<file path="src/rtl/adc_burst_scheduler.sv">
// Purpose: sequence the dual-channel ADC SPI front-end in bursts, demux its A/B word stream into pairs.
// Latency: a pair is presented on out_ch_a/out_ch_b one cycle after the adc_valid that completes it.
// Backpressure: 1-deep output register; a pair completing while the register is full and not accepted is dropped and counted.
// Build option: define ADC_AVG_EN to emit one averaged pair per burst instead of every pair.
module adc_burst_scheduler #(
  parameter int PAIRS         = 8,
  parameter int PERIOD        = 50000,
  parameter int MIN_OFF       = 64,
  parameter int DRAIN_TIMEOUT = 256
) (
  input  logic        clk,
  input  logic        rst,
  input  logic        trig,
  input  logic        periodic_en,
  output logic        adc_en,
  input  logic        adc_valid,
  input  logic [11:0] adc_data,
  output logic        out_valid,
  input  logic        out_ready,
  output logic [11:0] out_ch_a,
  output logic [11:0] out_ch_b,
  output logic [7:0]  out_seq,
  output logic        busy,
  output logic [7:0]  overrun_cnt
);

  localparam int PW = $clog2(PERIOD + 1);
  localparam int OW = $clog2(MIN_OFF + 1);
  localparam int DW = $clog2(DRAIN_TIMEOUT + 1);

  typedef enum logic [1:0] {IDLE, DISCARD, RUN, DRAIN} state_t;

  state_t         state;
  state_t         state_nxt;
  logic           adc_en_nxt;
  logic [PW-1:0]  period_cnt;
  logic           period_hit;
  logic           pending;
  logic [OW-1:0]  off_cnt;
  logic [7:0]     word_idx;
  logic [DW-1:0]  drain_cnt;
  logic           start;
  logic           last_word;
  logic           drain_done;
  logic           pair_vld;
  logic [11:0]    pair_a;
  logic [11:0]    pair_b;

  assign period_hit = periodic_en && (period_cnt == PW'(PERIOD - 1));
  assign start      = (state == IDLE) && pending && (off_cnt == '0);
  assign last_word  = adc_valid && (word_idx == 8'(2 * PAIRS - 1));
  assign drain_done = (state == DRAIN) &&
                      (adc_valid || (drain_cnt == DW'(DRAIN_TIMEOUT - 1)));
  assign busy       = (state != IDLE);

`ifdef ADC_AVG_EN
  localparam int SH = $clog2(PAIRS);
  logic [18:0] sum_a;
  logic [18:0] sum_b;
  logic [18:0] tot_b;

  // The final B word is folded in combinationally so the average is ready on the closing strobe.
  assign tot_b    = sum_b + 19'(adc_data);
  assign pair_vld = (state == RUN) && last_word;
  assign pair_a   = 12'(sum_a >> SH);
  assign pair_b   = 12'(tot_b >> SH);

  // Accumulators cleared at burst start, summing A on even words and B on odd words.
  always_ff @(posedge clk) begin
    if (rst) begin
      sum_a <= '0;
      sum_b <= '0;
    end else if (start) begin
      sum_a <= '0;
      sum_b <= '0;
    end else if (state == RUN && adc_valid) begin
      if (word_idx[0]) sum_b <= tot_b;
      else             sum_a <= sum_a + 19'(adc_data);
    end
  end
`else
  logic [11:0] a_hold;

  assign pair_vld = (state == RUN) && adc_valid && word_idx[0];
  assign pair_a   = a_hold;
  assign pair_b   = adc_data;

  // Channel A word is held until its matching B word arrives.
  always_ff @(posedge clk) begin
    if (rst)                                          a_hold <= '0;
    else if (state == RUN && adc_valid && !word_idx[0]) a_hold <= adc_data;
  end
`endif

  // Next-state and enable decode; adc_en only moves on burst start and on the last pair.
  always_comb begin
    state_nxt  = state;
    adc_en_nxt = adc_en;
    case (state)
      IDLE: begin
        if (start) begin
          state_nxt  = DISCARD;
          adc_en_nxt = 1'b1;
        end
      end
      DISCARD: begin
        if (adc_valid) state_nxt = RUN;
      end
      RUN: begin
        if (last_word) begin
          state_nxt  = DRAIN;
          adc_en_nxt = 1'b0;
        end
      end
      DRAIN: begin
        if (drain_done) state_nxt = IDLE;
      end
      default: begin
        state_nxt  = IDLE;
        adc_en_nxt = 1'b0;
      end
    endcase
  end

  // State register and registered front-end enable.
  always_ff @(posedge clk) begin
    if (rst) begin
      state  <= IDLE;
      adc_en <= 1'b0;
    end else begin
      state  <= state_nxt;
      adc_en <= adc_en_nxt;
    end
  end

  // Start requests: trigger and period timer merge into one pending flag; a new request wins over the clear.
  always_ff @(posedge clk) begin
    if (rst) begin
      period_cnt <= '0;
      pending    <= 1'b0;
    end else begin
      if (!periodic_en)    period_cnt <= '0;
      else if (period_hit) period_cnt <= '0;
      else                 period_cnt <= period_cnt + 1'b1;

      if (trig || period_hit) pending <= 1'b1;
      else if (start)         pending <= 1'b0;
    end
  end

  // Burst bookkeeping: enforced off time, word index, drain timeout and burst number.
  always_ff @(posedge clk) begin
    if (rst) begin
      off_cnt   <= OW'(MIN_OFF);
      word_idx  <= '0;
      drain_cnt <= '0;
      out_seq   <= '0;
    end else begin
      if (drain_done)                        off_cnt <= OW'(MIN_OFF);
      else if (state == IDLE && off_cnt != '0) off_cnt <= off_cnt - 1'b1;

      if (start)                          word_idx <= '0;
      else if (state == RUN && adc_valid) word_idx <= word_idx + 1'b1;

      if (state == DRAIN) drain_cnt <= drain_cnt + 1'b1;
      else                drain_cnt <= '0;

      if (drain_done) out_seq <= out_seq + 1'b1;
    end
  end

  // One-deep output register: a full, unaccepted register keeps its pair and the new one is counted as overrun.
  always_ff @(posedge clk) begin
    if (rst) begin
      out_valid   <= 1'b0;
      out_ch_a    <= '0;
      out_ch_b    <= '0;
      overrun_cnt <= '0;
    end else if (pair_vld) begin
      if (out_valid && !out_ready) begin
        if (overrun_cnt != 8'hFF) overrun_cnt <= overrun_cnt + 1'b1;
      end else begin
        out_valid <= 1'b1;
        out_ch_a  <= pair_a;
        out_ch_b  <= pair_b;
      end
    end else if (out_valid && out_ready) begin
      out_valid <= 1'b0;
    end
  end

endmodule
</file>
<file path="config.mk">
export PLATFORM = sky130hd
export DESIGN_NAME = adc_burst_scheduler
export DESIGN_NICKNAME = d
export VERILOG_FILES = /design/src/rtl/adc_burst_scheduler.sv
export SDC_FILE = /design/constraint.sdc
export NUM_CORES = 1
export LEC_CHECK = 0
export BUFFER_PORTS_ARGS = -buffer_cell sky130_fd_sc_hd__buf_4
export CAP_MARGIN = 20
export CORE_MARGIN = 3
export CORE_UTILIZATION = 48
export DETAILED_ROUTE_END_ITERATION = 6
export GPL_TIMING_DRIVEN = 0
export PLACE_DENSITY = 0.81
export SYNTH_ARGS = -nofsm -noshare
export SYNTH_HDL_FRONTEND = slang
export SYNTH_SLANG_ARGS = --single-unit
</file>
<file path="constraint.sdc">
create_clock -name clk -period 2.72 [get_ports clk]
set_input_delay 0.272 -clock clk [delete_from_list [all_inputs] [get_ports clk]]
set_output_delay 0.272 -clock clk [all_outputs]
set_load 0.1 [all_outputs]
</file>
==> results of run 1 <==
==> per-stage QoR <==
step | cell area [sq um] | hold slack, ns | setup slack (ns)
2_1_floorplan | 4040 | 0.408 | 0.500
3_3_place_gp | 4610 | 0.428 | 0.548
3_5_place_dp | 4610 | 0.450 | 0.477
4_1_cts | 4800 | 0.141 | 0.442
5_1_grt | 4800 | 0.151 | 0.205
6_report | 4800 | 0.152 | 0.414
==> flip-flops by register name, indices dropped and copies added (netlist names) <==
name	flops
a_hold	12
adc_en	1
drain_cnt	9
off_cnt	7
out_ch_a	12
out_ch_b	12
out_seq	8
out_valid	1
overrun_cnt	8
pending	1
period_cnt	16
state	2
word_idx	8
==> cell usage after synthesis (2+ instances only) <==
library cell / count / area [sq um]
a211oi_1: 3 / 22.5
a21oi_1: 53 / 265
and3_1: 7 / 43.8
and4_1: 2 / 17.5
clkbuf_1: 18 / 67.6
dfxtp_1: 97 / 1940
ha_1: 13 / 163
inv_1: 11 / 41.3
nand2_1: 95 / 357
nand2b_1: 6 / 37.5
nand3_1: 18 / 90.1
nand4_1: 11 / 68.8
nand4b_1: 2 / 17.5
nor2_1: 49 / 184
nor2b_1: 3 / 18.8
nor3_1: 7 / 35.0
nor4_1: 3 / 18.8
o2111ai_1: 2 / 17.5
o211ai_1: 2 / 15.0
o21a_1: 2 / 15.0
o21ai_0: 8 / 40.0
o311ai_0: 2 / 17.5
o31ai_1: 5 / 37.5
o41ai_1: 2 / 17.5
or3_1: 7 / 43.8
or3b_2: 2 / 17.5
or4_1: 6 / 45.0
xnor2_1: 11 / 96.3
xor2_1: 21 / 184
==> report_power, final <==
part           switching (mW)  internal (mW)  leakage (nW)
combinational           0.323          0.204         0.895
sequential             0.0534           1.48         0.783
clock                   0.532          0.377        0.0966
==> how the worst min path moves through the flow <==
stage,start,endpoint,slack [ns],cells after the start
after floorplan,adc_data[0],a_hold[0],0.41,2
after global placement,drain_cnt[0],drain_cnt[0],0.43,1
after detailed placement,out_ch_a[7],out_ch_a[7],0.45,2
after CTS,adc_data[6],out_ch_b[6],0.14,3
after global routing,adc_data[11],out_ch_b[11],0.15,3
final,adc_data[6],out_ch_b[6],0.15,3
==> cells in the final DEF (no fill, tap or decap), types with 3 or more instances in the layout <==
cell and instances:
xor2_1 21, or4_1 6, a21oi_1 53, nor2_1 49
inv_6 3, nand2_1 95, or3_1 7, nand3_1 18
inv_1 11, ha_1 13, nand2b_1 6, buf_4 59
clkbuf_1 18, o21ai_0 8, and3_1 7, nand4_1 11
nor2b_1 3, clkbuf_8 10, nor3_1 7, a211oi_1 3
dfxtp_1 97, o31ai_1 5, xnor2_1 11, nor4_1 3
==> cells by family after synthesis <==
| group | Yosys count | share of synthesized area (%) |
|---|---|---|
| compound gates | 86 | 12.5 |
| mux | 2 | 0.527 |
| simple gates | 219 | 24.8 |
| xor+xnor | 32 | 6.95 |
| buf+inv | 31 | 3.07 |
| fa+ha+maj | 13 | 4.03 |
| flops | 97 | 48.1 |
==> layout make-up <==
cell class | instances | area [sq um]
fill | 697 | 3130
tap | 102 | 128
multi-input combinational | 352 | 1970
sequential | 97 | 1940
timing repair buffer | 59 | 443
clock buffer | 10 | 138
inverter | 11 | 41.3
buffer | 20 | 82.6
clock inverter | 6 | 58.8
==> critical path: stages, from the launching register on <==
cell and delay (ns):
dfxtp_1 0.35, inv_1 0.13, ha_1 0.15, clkbuf_1 0.32, nand3_1 0.22, nand2b_1 0.24, clkbuf_1 0.22, or3b_2 0.48
a21oi_1 0.12
==> routing by layer <==
layer	part of all wire [%]	vias to the layer above	track usage [%]
li1	-	1789	-
met3	5.7	15	4.59
met2	49	81	31.5
met4	1.7	0	5.64
met1	43	1643	21.9
met5	0	-	0
==> results list, run 1 <==
- Result of the run: completed
- Vertical extent of the die: 97.7 um
- At the worst endpoint, the arrival time is 2.60 ns.
- Synth-to-Final Area Change: 19.0%
- Remaining max-slew budget at the tightest pin: 57.0%
* Final weighted congestion of routability-driven global placement: 0.902
* Number of optimization iterations in the first detailed-route pass: 4
- 61 I/O pins were placed.
- Layout Nets: 581
- Utilization after layout: 60.6%
- The number of endpoints with negative hold slack in the final report is 0.
- Of the synthesized area, sequential elements account for 48.1%.
* Launching element of the worst setup path: state[0]
- The core region is 7930 sq um.
- Clock tree from TritonCTS: done
- Startpoint class of the critical path: register
- Setup slack on the worst reg-to-reg path comes out at 0.41 ns.
* Setup repair after global routing missed its margin: false
- Setup violations, final: 0
- Transition at the pin with the smallest max-transition slack: 0.641 ns
- The initial antenna violation count is 0.
* Number of storage elements in the synthesis netlist: 97
- Clock-pin slew was measured on the worst setup and hold paths at 0.11 ns.
- Detailed Route Iter0 Violations: 99
- Maximum clock skew at final layout: 0.0109 ns
- The repair_antennas step left the layout with diodes totalling 0.
- Of all nets on the critical path, the largest fanout is 10.
* Cell count after synthesis: 480
* Post-synth cell types: 41
- Count of flip-flops with a built-in enable after synthesis: 0
- Clock tree synthesis selected as its root buffer the cell clkbuf_8.
- Level count of the clock H-tree: 3
- Worst voltage drop across the vdd grid: 0.468 mV
- The post-route netlist has 14.6% of its cells at a drive strength greater than 1.
- Reg-to-reg endpoint: overrun_cnt[1]
* Remaining antenna violation count after routing: 0
* Power per standard cell area: 619 nW/um^2
- WL/cell: 13.0 um
- Count of port buffers added during placement: 59
- Synthesis produced a netlist with a net count of 511.
- Detailed-placement wirelength estimate: 6330 um
* Critical path class: reg -> reg
* Setup_tns: 0 ns
- STA puts the critical path data required time at 3.01 ns.
- Total global routing overflow: 0
- Of all flip-flops after synthesis, the portion carrying an async set or reset was 0%.
- Power comes to 2.97 mW.
* Clock buffers created by TritonCTS: 9
- Summed over all cells, the static leakage comes to 1.78 nW.
- The floorplan step set the die width to 97.7 um.
- The tightest min-delay check is of the in -> reg type.
* Kind of end point of the critical path: register
- Critical path capture point: overrun_cnt[1]
* Beginning of the worst register-to-register path: state[0]
* Final Max Slew Viols: 0
- The routed layout has 3528 vias.
- The number of global-route vias before repair came to 3321.
* Worst reg2reg path depth: 8
- The most used flip-flop cell after synthesis is dfxtp_1.
- Post-CTS setup buffer count: 0
- Clock latency on the worst-skew pair, taken at its later pin, is 0.36 ns.
* Number of buffers between clock root and the deepest sink: 2
- For this design, the CTS-stage hold fixing added 0 buffers.
- Maximum number of pins on one net before global-route repair: 19
* Mean post-synth cell area: 8.41 sq um
* Post-route insts no fill: 657
* Period Utilization, post-route: 84.8%
- Number of maximum-capacitance violations: 0
* GRT Resource Usage Total: 18.1%
- WL final: 8530 um
- Summing every instance area after synthesis gives 4040 sq um.
* Post-layout min period: 2.31 ns
* Wire length of the first global-routing pass: 14600 um
- Fmax: 434 MHz
- Row generation in the floorplan step produced 32 rows.
- Once the floorplan was initialized, standard cells occupied 50.9% of the core.
- The die covers 9540 sq um.
* DR DRC count: 0
- After clock tree synthesis, the repair step resized 0 gates.
- DR vias/cell: 5.37
- Placed Cells: 641
* Clock net sink count: 97
* YS warnings: 0
No activity file was read; power rests on OpenSTA's default activity.
==> inputs of run 2 (changes only) <==
==> constraint.sdc (replaced) <==
create_clock -name clk -period 2.17 [get_ports clk]
set_input_delay 0.217 -clock clk [delete_from_list [all_inputs] [get_ports clk]]
set_output_delay 0.217 -clock clk [all_outputs]
set_load 0.1 [all_outputs]
==> run 2 against run 1 <==
Sequential share of layout area about the same. Combinational power is 27% higher. Worst setup slack worse by 0.32 ns. Critical path depth fell by 3. Flip-flop and latch count unchanged. Clock power grew 18%. Critical endpoint is now state[0].
==> results list, run 2 (synthesized netlist as in run 1, its figures left out) <==
- Largest fanout on the critical path: 10 (unchanged)
- The peak ir drop on the vdd network came to 0.458 mV (was 0.468 mV).
- The worst hold path class is in -> reg (unchanged).
- The clock network latency to the later pin of the worst-skew pair came to 0.36 ns (about the same).
* Sequential group share of total power: 52.6% (was 51.7%)
- The number of nets in the final layout is 580 (was 581).
* Post-CTS setup buffer count: 0 (unchanged)
- Reg-to-reg endpoint: state[0] (was overrun_cnt[1])
- Setup repair after global routing missed its margin: false (unchanged).
* Vias after detailed routing: 3496 (was 3528)
- The max-slew headroom at the worst pin was 50.5% (was 57.0%).
- Minimum setup slack among reg-to-reg paths: 0.1 ns (was 0.41 ns)
- The category of the worst setup path capture point is a register (unchanged).
* Ratio of cells with drive above 1 in the final layout: 15.9% (was 14.6%)
- The diode insertion count for antenna repair was 0 (unchanged).
- The starting utilization of the core area was 50.9% (unchanged).
* Commonest cells after routing, fill and taps aside: 95 x nand2_1, 95 x dfxtp_1, 59 x buf_4 (was 97 x dfxtp_1, 95 x nand2_1, 59 x buf_4)
* Critical path class: reg -> reg (unchanged)
- The clock tree from TritonCTS is done (unchanged).
- The depth of the worst register-to-register path came to 5 (was 8).
- The worst path arrival time came to 2.33 ns (was 2.60 ns).
- The overall die height came to 97.7 um (unchanged).
- The die area is 9540 sq um (unchanged).
- The net switching power was 1.12 mW (was 908 uW).
* Die width: 97.7 um (unchanged)
- The number of violations reported at the end of detailed-routing iteration 0 came to 154 (was 99).
* Area of the core: 7930 sq um (unchanged)
- The number of fill cells came to 714 (was 697).
- The area used by sequential logic in the layout came to 1940 sq um (about the same).
* Maximum number of pins on one net before global-route repair: 18 (was 19)
- Fmax: 483 MHz (was 434 MHz)
- The reported max-cap violation count was 0 (unchanged).
- CTS clk-pin slew, worst paths: 0.10 ns (was 0.11 ns)
- Total count of hold-check failures in the final report: 0 (unchanged)
* Antenna violations before repair: 0 (unchanged)
- The global-route usage over all layers came to 18.4% (was 18.1%).
* Number of optimization iterations in the first detailed-route pass: 4 (unchanged)
- Switching Fraction: 30.5% (was 30.6%)
- Maximum clock skew at final layout: 0.0135 ns (was 0.0109 ns)
* Post-route insts no fill: 655 (was 657)
- Total global routing overflow: 0 (unchanged)
* Lkg Pwr: 1.78 nW (about the same)
* Detailed-placement wirelength estimate: 6400 um (was 6330 um)
- Register with the most flip-flops: period_cnt (unchanged)
- The flip-flop count of the largest register after layout came to 16 (unchanged).
* WL final: 8710 um (was 8530 um)
* Final Max Slew Viols: 0 (unchanged)
- Result of the run: completed (unchanged).
- The count of unresolved DRC violations after routing is 0 (unchanged).
- WL/cell: 13.3 um (was 13.0 um)
- The count of port buffers added during placement came to 59 (unchanged).
- The clock buffer count from CTS is 9 (unchanged).
* Total cell area at the placement stage: 4610 sq um (about the same)
* Post-layout min period: 2.07 ns (was 2.31 ns)
- The layout-stage area growth over the synthesis result is 19.1% (was 19.0%).
* Wire length of the first global-routing pass: 14700 um (was 14600 um)
- The clock tree buffer depth is 2 (unchanged).
- The final antenna-violating net count came to 0 (unchanged).
- The final count of negative-setup-slack endpoints was 0 (unchanged).
- The footprint of the multi-input gates is 1990 sq um (was 1970 sq um).
- Beginning of the worst register-to-register path: off_cnt[2] (was state[0])
- Combinational group share of total power: 18.3% (was 17.7%)
- The internal power of the cells came to 2.54 mW (was 2.06 mW).
- Power per standard cell area: 762 nW/um^2 (was 619 nW/um^2)
- DR vias/cell: 5.34 (was 5.37)
* Number of placement rows: 32 (unchanged)
- The sink count of the clock tree is 97 (unchanged).
- The maximum level of the CTS H-tree came to 3 (unchanged).
- Root buffer cell: clkbuf_8 (unchanged)
- The required time of the critical path is 2.43 ns (was 3.01 ns).
* Transition at the pin with the smallest max-transition slack: 0.738 ns (was 0.641 ns)
- The placer's final routability congestion estimate is 0.895 (was 0.902).
- Clock share of power: 29.1% (was 30.6%)
- Hold_sp: adc_data[1] (was adc_data[6])
- Launching element of the worst setup path: off_cnt[2] (was state[0])
- Period Utilization, post-route: 95.5% (was 84.8%)
* Via count of the first global-routing pass: 3334 (was 3321)
* Area of all placed cells without fillers: 4800 sq um (about the same)
* Startpoint class of the critical path: register (unchanged)
* # IOs: 61 (unchanged)
- Critical path capture point: state[0] (was overrun_cnt[1])
* Power consumption: 3.66 mW (was 2.97 mW)
- Placed Cells: 641 (unchanged)
-- run 2: power groups by stage --
stage                     sequential (mW)  clock [mW]  combinational, mW
final                                1.93        1.07              0.670
after global routing                 1.94        1.18              0.744
after CTS                            1.92        1.10              0.662
after detailed placement             1.96           0              0.655
after global placement               1.96           0              0.637
after floorplan                      1.96           0              0.514
-- run 2: how the worst min path moves through the flow --
stage,slack (ns),end,depth (start not counted)
2_1_floorplan,0.35,a_hold[0],2
3_3_place_gp,0.43,drain_cnt[0],1
3_5_place_dp,0.45,out_ch_a[2],2
4_1_cts,0.1,a_hold[6],3
5_1_grt,0.09,out_ch_b[11],3
6_report,0.11,out_ch_b[1],3
-- run 2: cell type report --
class                   count  share of cell area [%]
plain buffers              19                    1.74
well taps                 102                    2.66
multi-input cells         352                    41.4
clock inverters             6                    1.07
clock buffers               9                    2.58
flip-flops and latches     97                    40.5
repair buffers             59                    9.22
inverters                  11                   0.859
-- run 2: metal layers --
metal	part of all wire, %	vias up	wire length [um]	GRT usage (%)
met4	0.96	0	84	5.01
li1	-	1775	-	-
met5	0	-	0	0
met1	43	1632	3770	21.4
met2	50	76	4370	32.7
met3	5.5	13	483	5.38
-- run 2: critical path, cell delays in order, from the launching register on --
cell	delay, ns
dfxtp_1	0.35
or4_1	0.54
buf_6	0.16
o31a_1	0.31
or4_1	0.47
o211a_1	0.14
-- run 2: through the flow --
| stage | utilization, % | setup TNS [ns] | hold slack, ns | setup slack, ns |
|---|---|---|---|---|
| floorplan | - | 0 | 0.353 | 0.0847 |
| global placement | 58.1 | -0.00570 | 0.428 | -0.00570 |
| detailed placement | 58.1 | -0.662 | 0.445 | -0.129 |
| CTS | 60.3 | 0 | 0.0980 | 0.0560 |
| global route | 60.6 | 0 | 0.0935 | 0.00641 |
| finish | 60.6 | 0 | 0.106 | 0.0979 |
-- run 2: repair_timing --
| action | 4_1_cts | 5_1_grt |
|---|---|---|
| hold buffers | 0 | 0 |
| pin swaps | 0 | 0 |
| endpoints found under the setup margin | 23 | 28 |
| resized for setup | 1 | 10 |
| endpoints found under the hold margin | 0 | 0 |
